### config.mk
export PLATFORM = sky130hd
export DESIGN_NAME = apb_slave_ctrl
export DESIGN_NICKNAME = d
export VERILOG_FILES = /design/src/rtl/apb_slave_ctrl.sv
export SDC_FILE = /design/constraint.sdc
export NUM_CORES = 1
export LEC_CHECK = 0
export ABC_AREA = 1
export BUFFER_PORTS_ARGS = -buffer_cell sky130_fd_sc_hd__buf_2
export CORE_MARGIN = 10
export CORE_UTILIZATION = 40
export CTS_CLUSTER_SIZE = 8
export DETAILED_ROUTE_END_ITERATION = 16
export HOLD_SLACK_MARGIN = 0.03
export PLACE_DENSITY = 0.94
export SLEW_MARGIN = 20
export SYNTH_ARGS = -nofsm -noshare
export SYNTH_HDL_FRONTEND = slang
export SYNTH_SLANG_ARGS = --single-unit
### constraint.sdc
create_clock -name sys_clk -period 3.51 [get_ports sys_clk]
set_input_delay 1.053 -clock sys_clk [delete_from_list [all_inputs] [get_ports sys_clk]]
set_output_delay 1.053 -clock sys_clk [all_outputs]
set_load 0.02 [all_outputs]
### src/rtl/apb_slave_ctrl.sv
// APB slave sequencer for the timer register block: SETUP/ACCESS handshake, WAIT_CYC wait states, window decode.
// pready rises WAIT_CYC+1 cycles after the setup cycle; the bus is stalled by holding pready low during WAIT.
module apb_slave_ctrl #(
  parameter logic [19:0] BASE_ADDR = 20'h40001,
  parameter int          WAIT_CYC  = 0
) (
  input  logic        sys_clk,
  input  logic        sys_rst,
  input  logic        psel,
  input  logic        penable,
  input  logic        pwrite,
  input  logic [31:0] paddr,
  input  logic [31:0] pwdata,
  input  logic [3:0]  pstrb,
  output logic        pready,
  output logic [31:0] prdata,
  output logic        pslverr,
  output logic        reg_wr_en,
  output logic        reg_rd_en,
  output logic [11:0] reg_addr,
  output logic [31:0] reg_wdata,
  output logic [3:0]  reg_pstrb,
  input  logic [31:0] reg_rdata,
  input  logic        reg_err
);

  if (WAIT_CYC < 0 || WAIT_CYC > 15) begin : g_bad_wait_cyc
    $error("apb_slave_ctrl: WAIT_CYC must be in 0..15");
  end

  typedef enum logic [1:0] {
    IDLE   = 2'd0,
    WAIT   = 2'd1,
    ACCESS = 2'd2
  } state_t;

  localparam logic [3:0] CNT_LOAD = (WAIT_CYC > 0) ? 4'(WAIT_CYC - 1) : 4'd0;

  state_t     state;
  logic [3:0] cnt;
  logic       pwrite_q;
  logic       addr_ok_q;
  logic       acc_ok;

  always_ff @(posedge sys_clk) begin
    if (sys_rst) begin
      state     <= IDLE;
      cnt       <= 4'd0;
      pwrite_q  <= 1'b0;
      addr_ok_q <= 1'b0;
      reg_addr  <= 12'd0;
      reg_wdata <= 32'd0;
      reg_pstrb <= 4'd0;
    end else begin
      case (state)
        IDLE: begin
          // A select without a preceding setup phase is not a legal transfer start.
          if (psel && !penable) begin
            reg_addr  <= paddr[11:0];
            reg_wdata <= pwdata;
            reg_pstrb <= pstrb;
            pwrite_q  <= pwrite;
            addr_ok_q <= (paddr[31:12] == BASE_ADDR) && (paddr[1:0] == 2'b00);
            cnt       <= CNT_LOAD;
            state     <= (WAIT_CYC > 0) ? WAIT : ACCESS;
          end
        end
        WAIT: begin
          if (!psel) begin
            state <= IDLE;
          end else if (cnt == 4'd0) begin
            state <= ACCESS;
          end else begin
            cnt <= cnt - 4'd1;
          end
        end
        ACCESS:  state <= IDLE;
        default: state <= IDLE;
      endcase
    end
  end

  // Completion is decoded from state so strobes, pready and data line up in one cycle.
  assign acc_ok    = (state == ACCESS) && psel && penable && !sys_rst;
  assign pready    = acc_ok;
  assign reg_wr_en = acc_ok && addr_ok_q && pwrite_q;
  assign reg_rd_en = acc_ok && addr_ok_q && !pwrite_q;
  assign pslverr   = acc_ok && (!addr_ok_q || (reg_err && reg_wr_en));
  assign prdata    = reg_rd_en ? reg_rdata : 32'd0;

endmodule

==> flow_summary.json, run 1 <==
{
  "synth-adder-area-share_pct": 0,
  "hp-class": "reg -> reg",
  "ant_nets": 0,
  "initial_core_util_pct": 41.44,
  "rsz0062_at_grt": "false",
  "clkLatencyLatePin_ns": 0.30,
  "crit_fanout": 32,
  "status": "complete, no violations",
  "area_delta_synth_final_pct": 47.08,
  "final_cell_mix": "buf_2 (189), nor2_1 (92), inv_1 (84)",
  "wl_per_cell_um": 15.44,
  "arrival_ns": 2.13,
  "endpoint_kind": "output pin",
  "synth_simple_gate_area_share_pct": 19.40,
  "cts_htree_levels": 2,
  "maxSlewViolCount": 0,
  "synth_top_family_by_area": "buffers and inverters",
  "cts_resized": 0,
  "nets": 600,
  "startpoint_type": "input pin",
  "core_sq_um": 5540,
  "drtPass1Iterations": 4,
  "grt_usage_pct": 17.88,
  "die_h_um": 95.76,
  "syn_area_sq_um": 2296,
  "antenna_found_initial": 3,
  "cts_buffers": 5,
  "grt_max_degree": 102,
  "clk_path_buf_depth": 2,
  "synth_nets": 422,
  "peakVddDrop_uv": 300.4,
  "synthDominantCellAreaShare_pct": 44.47,
  "fillers": 514,
  "final-hold-violation-count": 0,
  "synth.area.top_cells": "dfxtp_1 (44%), a211oi_1 (16%), nor2_1 (15%)",
  "synth_compound_area_share_pct": 16.57,
  "period_share_pct": 90.76,
  "postCtsHoldBufs": 0,
  "ys_ff_latch": 51,
  "gp_congestion": 1.024,
  "cts_tree": "yes",
  "clk_pin_slew_ns": 0.09,
  "drive_gt1_share_pct": 42.02,
  "post_cts_buffers": 0,
  "dr.first_iter.drc_count": 70,
  "cts.sinks": 51,
  "rows": 27,
  "critPathRequiredTime_ns": 2.46,
  "dieArea_sq_um": 9170,
  "grt_overflow_total": 0,
  "die_x_um": 95.76,
  "p_leak_uw": 0.001905,
  "tns_ns": 0,
  "setup_violations": 0,
  "tightest_slew_ns": 0.5361,
  "fin_cells": 570,
  "multi_input_area_sq_um": 825.8,
  "seq_area_frac_synth_pct": 44.47,
  "muxShareOfSynthArea_pct": 0,
  "num_vias": 2533,
  "yosysUniqueCellTypes": 17,
  "power_density_nw_per_um2": 405.6,
  "avgSynthCellArea_sq_um": 7.266,
  "dpl.cell_count": 559,
  "place_hpwl_mm": 7.207,
  "drv_cap": 0,
  "grt_pass1_vias": 2535,
  "fin_crit_ns": 3.186,
  "pin_count": 190,
  "yosysTopAreaCell": "dfxtp_1",
  "synthCells": 316,
  "relSlewSlack_pct": 64.26,
  "synth_xor_area_share_pct": 0,
  "drc_errors": 0,
  "worst-setup-path-type": "in -> out",
  "viasPerCell": 4.444,
  "regArea_sq_um": 1021,
  "final_common_cell": "buf_2",
  "finClkSkew_ns": 0.01198,
  "grt_pass1_wl_mm": 12.92,
  "regToRegSetupSlack_ns": 2.21,
  "routed_wirelength_mm": 8.803,
  "port_buffers": 189,
  "cts_root_buf": "clkbuf_8",
  "max_freq_mhz": 313.9,
  "yosysWarningCount": 0
}
[synth_stat cells (all sizes together)]
| cell | n |
|---|---|
| nor2 | 98 |
| nand3 | 4 |
| clkbuf | 6 |
| nand3b | 1 |
| dfxtp | 51 |
| buf | 14 |
| a211oi | 50 |
| nand2 | 6 |
| a21oi | 1 |
| inv | 85 |
[final cells by class]
type | instances | area share [%]
flip-flops and latches | 51 | 30.23
repair buffers | 191 | 28.83
multi-input cells | 160 | 24.45
inverters | 85 | 9.448
well taps | 72 | 2.668
clock inverters | 3 | 2.112
clock buffers | 5 | 2.038
diodes | 3 | 0.2223
[where the power goes]
part	internal, uW	total, uW	switching, uW	leakage, uW
Sequential	618	637	18.9	0.000420
Clock	289	491	202	0.0000703
Combinational	100	242	142	0.00141
Total	1010	1370	362	0.00190
[sequential cells by signal (all words and copies together), names as in the netlist]
signal and flops:
addr_ok_q 1, pwrite_q 1, reg_addr 12, reg_pstrb 4, reg_wdata 32, state 1
[worst max-delay path, cell delays in order]
cell,delay [ns]
buf_2,0.09
nand3_2,0.10
nor2_4,0.10
nand2_2,0.06
nor2_2,0.12
inv_2,0.22
nor2_1,0.19
buf_2,0.19
[metrics by stage]
step | setup WS (ns) | total power [uW] | utilization [%] | area, sq um | hold WS (ns)
floorplan | 0.2508 | 781.8 | - | 2296 | 0.4688
global placement | 0.4006 | 886.3 | 58.29 | 3229 | 0.4397
detailed placement | 0.3652 | 893.2 | 58.29 | 3229 | 0.4449
CTS | 0.3598 | 1385 | 60.82 | 3369 | 0.4636
global route | 0.2155 | 1439 | 60.95 | 3377 | 0.4731
finish | 0.3243 | 1370 | 60.95 | 3377 | 0.4570
[cells by family after synthesis]
kind of cell,Yosys count
and+or+nand+nor,109
DFF,51
buffers and inverters,105
AOI/OAI and AO/OA,51
[path summary, 6_finish.rpt]
path | endpoint | startpoint | cells past startpoint
max reg2reg | reg_wdata[6]$_SDFFE_PP0P_ | state[1]$_SDFFE_PP0P_ | 4
min reg2reg | reg_wdata[9]$_SDFFE_PP0P_ | reg_wdata[9]$_SDFFE_PP0P_ | 2
min | reg_wdata[9]$_SDFFE_PP0P_ | reg_wdata[9]$_SDFFE_PP0P_ | 2
max | prdata[16] | penable | 8
[routing by layer]
layer	track usage, %	share of wire [%]	up-vias
li1	-	-	1318
met1	18.72	37	1076
met2	30.81	47	125
met3	7.860	13	14
met4	7.248	3.1	0
met5	0	0	-
Power figures use the tool's default switching activity.
==> run 2: changes to the inputs <==
--- a/config.mk
+++ b/config.mk
@@ -5,14 +5,13 @@
 export SDC_FILE = /design/constraint.sdc
 export NUM_CORES = 1
 export LEC_CHECK = 0
-export ABC_AREA = 1
 export BUFFER_PORTS_ARGS = -buffer_cell sky130_fd_sc_hd__buf_2
 export CORE_MARGIN = 10
 export CORE_UTILIZATION = 40
 export CTS_CLUSTER_SIZE = 8
 export DETAILED_ROUTE_END_ITERATION = 16
 export HOLD_SLACK_MARGIN = 0.03
-export PLACE_DENSITY = 0.94
+export PLACE_DENSITY = 0.95
 export SLEW_MARGIN = 20
 export SYNTH_ARGS = -nofsm -noshare
 export SYNTH_HDL_FRONTEND = slang
==> run 2 against run 1 <==
Effect of this change:
- final cell count down 8.9%
- design area down 5.6%
- non-clock buffer count up 1
- utilization up 1.4 points
- wire length down 5.0%
- fmax up 0.54%
- global-route usage down 0.13 points
- critical path depth down 2
- first-iteration DRC count up 77%
- die area down 6.5%
- power down 11%
- critical endpoint is now prdata[26]
- largest cell class unchanged
- largest power group unchanged
- highest routed layer unchanged
==> flow_summary.json, run 2 <==
{
  "status": "complete, no violations",
  "initial_core_util_pct": 41.25,
  "synthArstFlopShare_pct": 0,
  "drive_gt1_share_pct": 45.66,
  "hp-class": "reg -> reg",
  "endpoint_kind": "output pin",
  "crit_fanout": 33,
  "maxSlewViolCount": 0,
  "r2r_cells": 2,
  "cts_buffers": 5,
  "regArea_sq_um": 1021,
  "synth.area.top_cells": "dfxtp_1 (48%), nand2_1 (18%), a21oi_1 (12%)",
  "power.switching_uw": 302.3,
  "clkLatencyLatePin_ns": 0.29,
  "grt_usage_pct": 17.75,
  "cts_root_buf": "clkbuf_8",
  "rows": 26,
  "peakVddDrop_uv": 221.3,
  "top_register": "reg_wdata",
  "core_sq_um": 5107,
  "dieArea_sq_um": 8570,
  "busiest_layer": "met2",
  "critPathRequiredTime_ns": 2.46,
  "diodes": 0,
  "postCtsHoldBufs": 0,
  "met3_usage_pct": 7.345,
  "routed_wirelength_mm": 8.360,
  "grt_pass1_vias": 2388,
  "fin_crit_ns": 3.168,
  "ys.flop_type": "dfxtp_1",
  "cts_tree": "yes",
  "grt_max_degree": 53,
  "final-hold-violation-count": 0,
  "area_delta_synth_final_pct": 51.25,
  "dr.first_iter.drc_count": 124,
  "final_common_cell": "buf_2",
  "setup_violations": 0,
  "use_met2_pct": 35.24,
  "syn_area_sq_um": 2107,
  "synthDominantCellAreaShare_pct": 48.46,
  "seq_power_share_pct": 50.7,
  "switching_share_pct": 24.82,
  "arrival_ns": 2.12,
  "clock_power_share_pct": 34.0,
  "grt_pass1_wl_mm": 12.28,
  "drc_errors": 0,
  "ant_nets": 0,
  "cts_htree_levels": 2,
  "largest_reg_flops": 32,
  "drtPass1Iterations": 4,
  "cts_resized": 0,
  "yosysMostFrequentCell": "nand2_1",
  "period_share_pct": 90.27,
  "whs_path_depth": 2,
  "yosysUniqueCellTypes": 20,
  "ys_ff_latch": 51,
  "worst-setup-path-type": "in -> out",
  "power_density_nw_per_um2": 382.2,
  "die_h_um": 92.58,
  "startpoint_type": "input pin",
  "nets": 554,
  "tns_ns": 0,
  "fillers": 459,
  "synth_commonest_cells": "nand2_1 (100), dfxtp_1 (51), a21oi_1 (50)",
  "antenna_found_initial": 0,
  "p_leak_uw": 0.001691,
  "internal_power_uw": 915.8,
  "clk_pin_slew_ns": 0.08,
  "rsz0062_at_grt": "false",
  "clk_path_buf_depth": 2,
  "post_cts_buffers": 0,
  "combPwrFrac_pct": 15.3,
  "hold_ws_ns": 0.4529,
  "viasPerCell": 4.684,
  "synth-edff-count": 0,
  "die_x_um": 92.58,
  "synthCells": 269,
  "yosysTopAreaCell": "dfxtp_1",
  "grt_overflow_total": 0,
  "synth_nets": 375,
  "num_vias": 2431,
  "drv_cap": 0,
  "seq_area_frac_synth_pct": 48.46,
  "final_cell_mix": "buf_2 (189), nand2_1 (100), dfxtp_1 (51)",
  "gp_congestion": 0.9295,
  "yosysWarningCount": 0,
  "relSlewSlack_pct": 26.49,
  "tightest_slew_ns": 1.103,
  "largest_registers": "reg_wdata x32, reg_addr x12, reg_pstrb x4",
  "multi_input_area_sq_um": 975.9,
  "avgSynthCellArea_sq_um": 7.833,
  "wl_per_cell_um": 16.11,
  "finClkSkew_ns": 0.006165,
  "gr-usage-met1_pct": 15.98,
  "place_hpwl_mm": 6.795,
  "port_buffers": 189,
  "max_freq_mhz": 315.6,
  "cts.sinks": 51,
  "pin_count": 190
}
run 2: changes by cell type after synthesis, moves of 3 or more:
| cell | change |
|---|---|
| a211oi_1 | -50 |
| a21oi_1 | +49 |
| and2_1 | +32 |
| buf_2 | +4 |
| buf_4 | -4 |
| inv_1 | -83 |
| nand2_1 | +95 |
| nand3_1 | -3 |
| nor2_1 | -90 |
| nor2_2 | -5 |
| nor4_1 | +3 |
run 2: cells by family (layout without fill, tap and decap cells):
kind of cell	count (synthesis)	after routing	share of synthesized area (%)
AO/OA/AOI/OAI	51	51	12.65
AND/OR/NAND/NOR	146	146	33.37
flip-flops	51	51	48.46
buffers and inverters	21	201	5.522
run 2: power by group through the flow:
| stage | logic, uW | clock network [uW] | registers, uW |
|---|---|---|---|
| 6_report | 187 | 414 | 618 |
| 5_1_grt | 205 | 448 | 621 |
| 4_1_cts | 189 | 427 | 618 |
| 3_5_place_dp | 189 | 0 | 632 |
| 3_3_place_gp | 184 | 0 | 629 |
| 2_1_floorplan | 58.7 | 0 | 662 |
run 2: stage by stage:
stage | utilization [%] | area [sq um] | setup slack, ns | cells | total power (uW)
floorplan | - | 2107 | 0.3717 | 269 | 721.0
global placement | 60.09 | 3069 | 0.3522 | 511 | 813.3
detailed placement | 60.09 | 3069 | 0.3246 | 511 | 820.4
CTS | 62.40 | 3187 | 0.3246 | 519 | 1234
global route | 62.40 | 3187 | 0.2384 | 519 | 1274
finish | 62.40 | 3187 | 0.3415 | 519 | 1218
run 2: per-layer routing:
layer | wire (um) | share of wire (%) | up-vias
li1 | - | - | 1216
met1 | 2713 | 32 | 1076
met2 | 4530 | 54 | 129
met3 | 993 | 12 | 10
met4 | 123 | 1.5 | 0
met5 | 0 | 0 | -
run 2: critical path, cell delays in order:
cell and delay (ns):
buf_2 0.11, nand4b_4 0.18, nor3b_4 0.18, buf_4 0.26
and2_1 0.16, buf_2 0.17
run 2: final cells by class:
| cell class | instances | area share, % |
|---|---|---|
| inverter | 1 | 0.1178 |
| timing repair buffer | 192 | 30.78 |
| tap | 70 | 2.748 |
| clock buffer | 6 | 2.591 |
| clock inverter | 2 | 1.099 |
| sequential | 51 | 32.04 |
| multi-input combinational | 197 | 30.62 |
run 2: final timing paths:
path / start / endpoint / slack (ns)
max: sys_rst / prdata[26] / 0.34
min: reg_wdata[31]$_SDFFE_PP0P_ / reg_wdata[31]$_SDFFE_PP0P_ / 0.45
max reg2reg: state[1]$_SDFFE_PP0P_ / addr_ok_q$_SDFFE_PP0P_ / 1.71
min reg2reg: reg_wdata[31]$_SDFFE_PP0P_ / reg_wdata[31]$_SDFFE_PP0P_ / 0.45
==> run 3: changes to the inputs <==
--- a/config.mk
+++ b/config.mk
@@ -5,7 +5,7 @@
 export SDC_FILE = /design/constraint.sdc
 export NUM_CORES = 1
 export LEC_CHECK = 0
-export BUFFER_PORTS_ARGS = -buffer_cell sky130_fd_sc_hd__buf_2
+export BUFFER_PORTS_ARGS = -buffer_cell sky130_fd_sc_hd__clkbuf_2
 export CORE_MARGIN = 10
 export CORE_UTILIZATION = 40
 export CTS_CLUSTER_SIZE = 8
==> run 3 against run 2 <==
Effect of this change:
- die area unchanged
- design area about the same
- critical path depth is the same
- sequential share of layout area hardly changed
- fmax increased by 1.4%
- count of clock-buffer cells in the layout grew 1
- critical path type unchanged
- critical endpoint is now prdata[6]
==> flow_summary.json, run 3 (synthesis gave the netlist of run 2 again) <==
{
  "drtPass1Iterations": 4,
  "final_cell_mix": "clkbuf_2 (189), nand2_1 (100), dfxtp_1 (51)",
  "top_register": "reg_wdata",
  "largest_registers": "reg_wdata x32, reg_addr x12, reg_pstrb x4",
  "status": "complete, no violations",
  "crit_fanout": 33,
  "drv_cap": 0,
  "rsz0062_at_grt": "false",
  "routed_wirelength_mm": 8.170,
  "antenna_found_initial": 0,
  "worst-setup-path-type": "in -> out",
  "hold_ws_ns": 0.4579,
  "cts_tree": "yes",
  "regToRegSetupSlack_ns": 1.70,
  "grt_usage_pct": 17.62,
  "cts_resized": 0,
  "clk_path_buf_depth": 2,
  "min_delay_worst_endpoint": "reg_pstrb[1]$_SDFFE_PP0P_",
  "core_sq_um": 5107,
  "grt_overflow_total": 0,
  "final-hold-violation-count": 0,
  "power_density_nw_per_um2": 366.7,
  "clkLatencyLatePin_ns": 0.30,
  "initial_core_util_pct": 41.25,
  "period_share_pct": 89.01,
  "die_x_um": 92.58,
  "cts_htree_levels": 2,
  "area_delta_synth_final_pct": 51.19,
  "arrival_ns": 2.07,
  "largest_reg_flops": 32,
  "min_from": "reg_pstrb[1]$_SDFFE_PP0P_",
  "whs_path_depth": 2,
  "postCtsHoldBufs": 0,
  "grt_max_degree": 53,
  "gp_congestion": 0.9243,
  "diodes": 0,
  "grt_pass1_wl_mm": 12.27,
  "maxSlewViolCount": 0,
  "nets": 554,
  "drive_gt1_share_pct": 45.66,
  "die_h_um": 92.58,
  "wl_per_cell_um": 15.74,
  "cts_root_buf": "clkbuf_8",
  "p_leak_uw": 0.001636,
  "startpoint_type": "input pin",
  "critPathRequiredTime_ns": 2.46,
  "dieArea_sq_um": 8570,
  "drc_errors": 0,
  "pin_count": 190,
  "tightest_slew_ns": 1.057,
  "ant_nets": 0,
  "final_common_cell": "clkbuf_2",
  "r2r_cells": 2,
  "endpoint_kind": "output pin",
  "peakVddDrop_uv": 281.4,
  "relSlewSlack_pct": 29.54,
  "cts_buffers": 5,
  "fin_crit_ns": 3.124,
  "num_vias": 2411,
  "port_buffers": 189,
  "post_cts_buffers": 0,
  "place_hpwl_mm": 6.747,
  "setup_violations": 0,
  "tns_ns": 0,
  "r2r-end": "addr_ok_q$_SDFFE_PP0P_",
  "max_freq_mhz": 320.1,
  "clk_pin_slew_ns": 0.08,
  "grt_pass1_vias": 2426,
  "worstReg2RegStart": "state[1]$_SDFFE_PP0P_",
  "power.total_uw": 1168,
  "cts.sinks": 51,
  "hp-class": "reg -> reg",
  "viasPerCell": 4.645,
  "rows": 26,
  "dr.first_iter.drc_count": 139,
  "finClkSkew_ns": 0.008710
}
[run 3: cell count changes in the layout (fill, tap and decap cells not counted), sizes merged]
cell and delta:
clkbuf +190, clkinvlp +1, bufinv -1, buf -189, clkinv -1
[run 3: worst max-delay path by stage]
| stage | startpoint | end | slack [ns] | depth (start not counted) |
|---|---|---|---|---|
| 2_1_floorplan | sys_rst | prdata[1] | 0.37 | 5 |
| 3_3_place_gp | sys_rst | prdata[0] | 0.41 | 6 |
| 3_5_place_dp | sys_rst | prdata[6] | 0.37 | 6 |
| 4_1_cts | sys_rst | prdata[6] | 0.37 | 6 |
| 5_1_grt | sys_rst | prdata[25] | 0.29 | 6 |
| 6_report | sys_rst | prdata[6] | 0.39 | 6 |
[run 3: final cells by class]
type                    count  area (sq um)
fillers                   455          1922
multi-input cells         197         975.9
repair buffers            192         993.5
clock inverters             1         7.507
inverters                   1         3.754
flip-flops and latches     51          1021
clock buffers               7         96.34
well taps                  70         87.58
[run 3: metrics by stage]
| stage | utilization (%) | std cells | setup WS (ns) | cell area, sq um |
|---|---|---|---|---|
| floorplan | - | 269 | 0.3717 | 2107 |
| global placement | 60.34 | 511 | 0.4051 | 3082 |
| detailed placement | 60.34 | 511 | 0.3703 | 3082 |
| CTS | 62.37 | 519 | 0.3741 | 3186 |
| global route | 62.37 | 519 | 0.2866 | 3186 |
| finish | 62.37 | 519 | 0.3857 | 3186 |
[run 3: metal layers]
metal | wire length, um | track usage [%]
met5 | 0 | 0
met4 | 131 | 4.756
met3 | 989 | 8.313
met2 | 4360 | 34.35
met1 | 2689 | 15.75
[run 3: where the power goes]
| part | switching (uW) | internal, uW | leakage, uW |
|---|---|---|---|
| registers | 13.4 | 605 | 0.000416 |
| logic | 105 | 80.2 | 0.00117 |
| clock network | 185 | 180 | 0.0000505 |
| total | 304 | 864 | 0.00164 |
[run 3: worst max-delay path, stage by stage]
cell and delay [ns]:
clkbuf_2 0.09, nand4b_4 0.19, nor3b_4 0.23, buf_12 0.18, and2_1 0.15, clkbuf_2 0.18
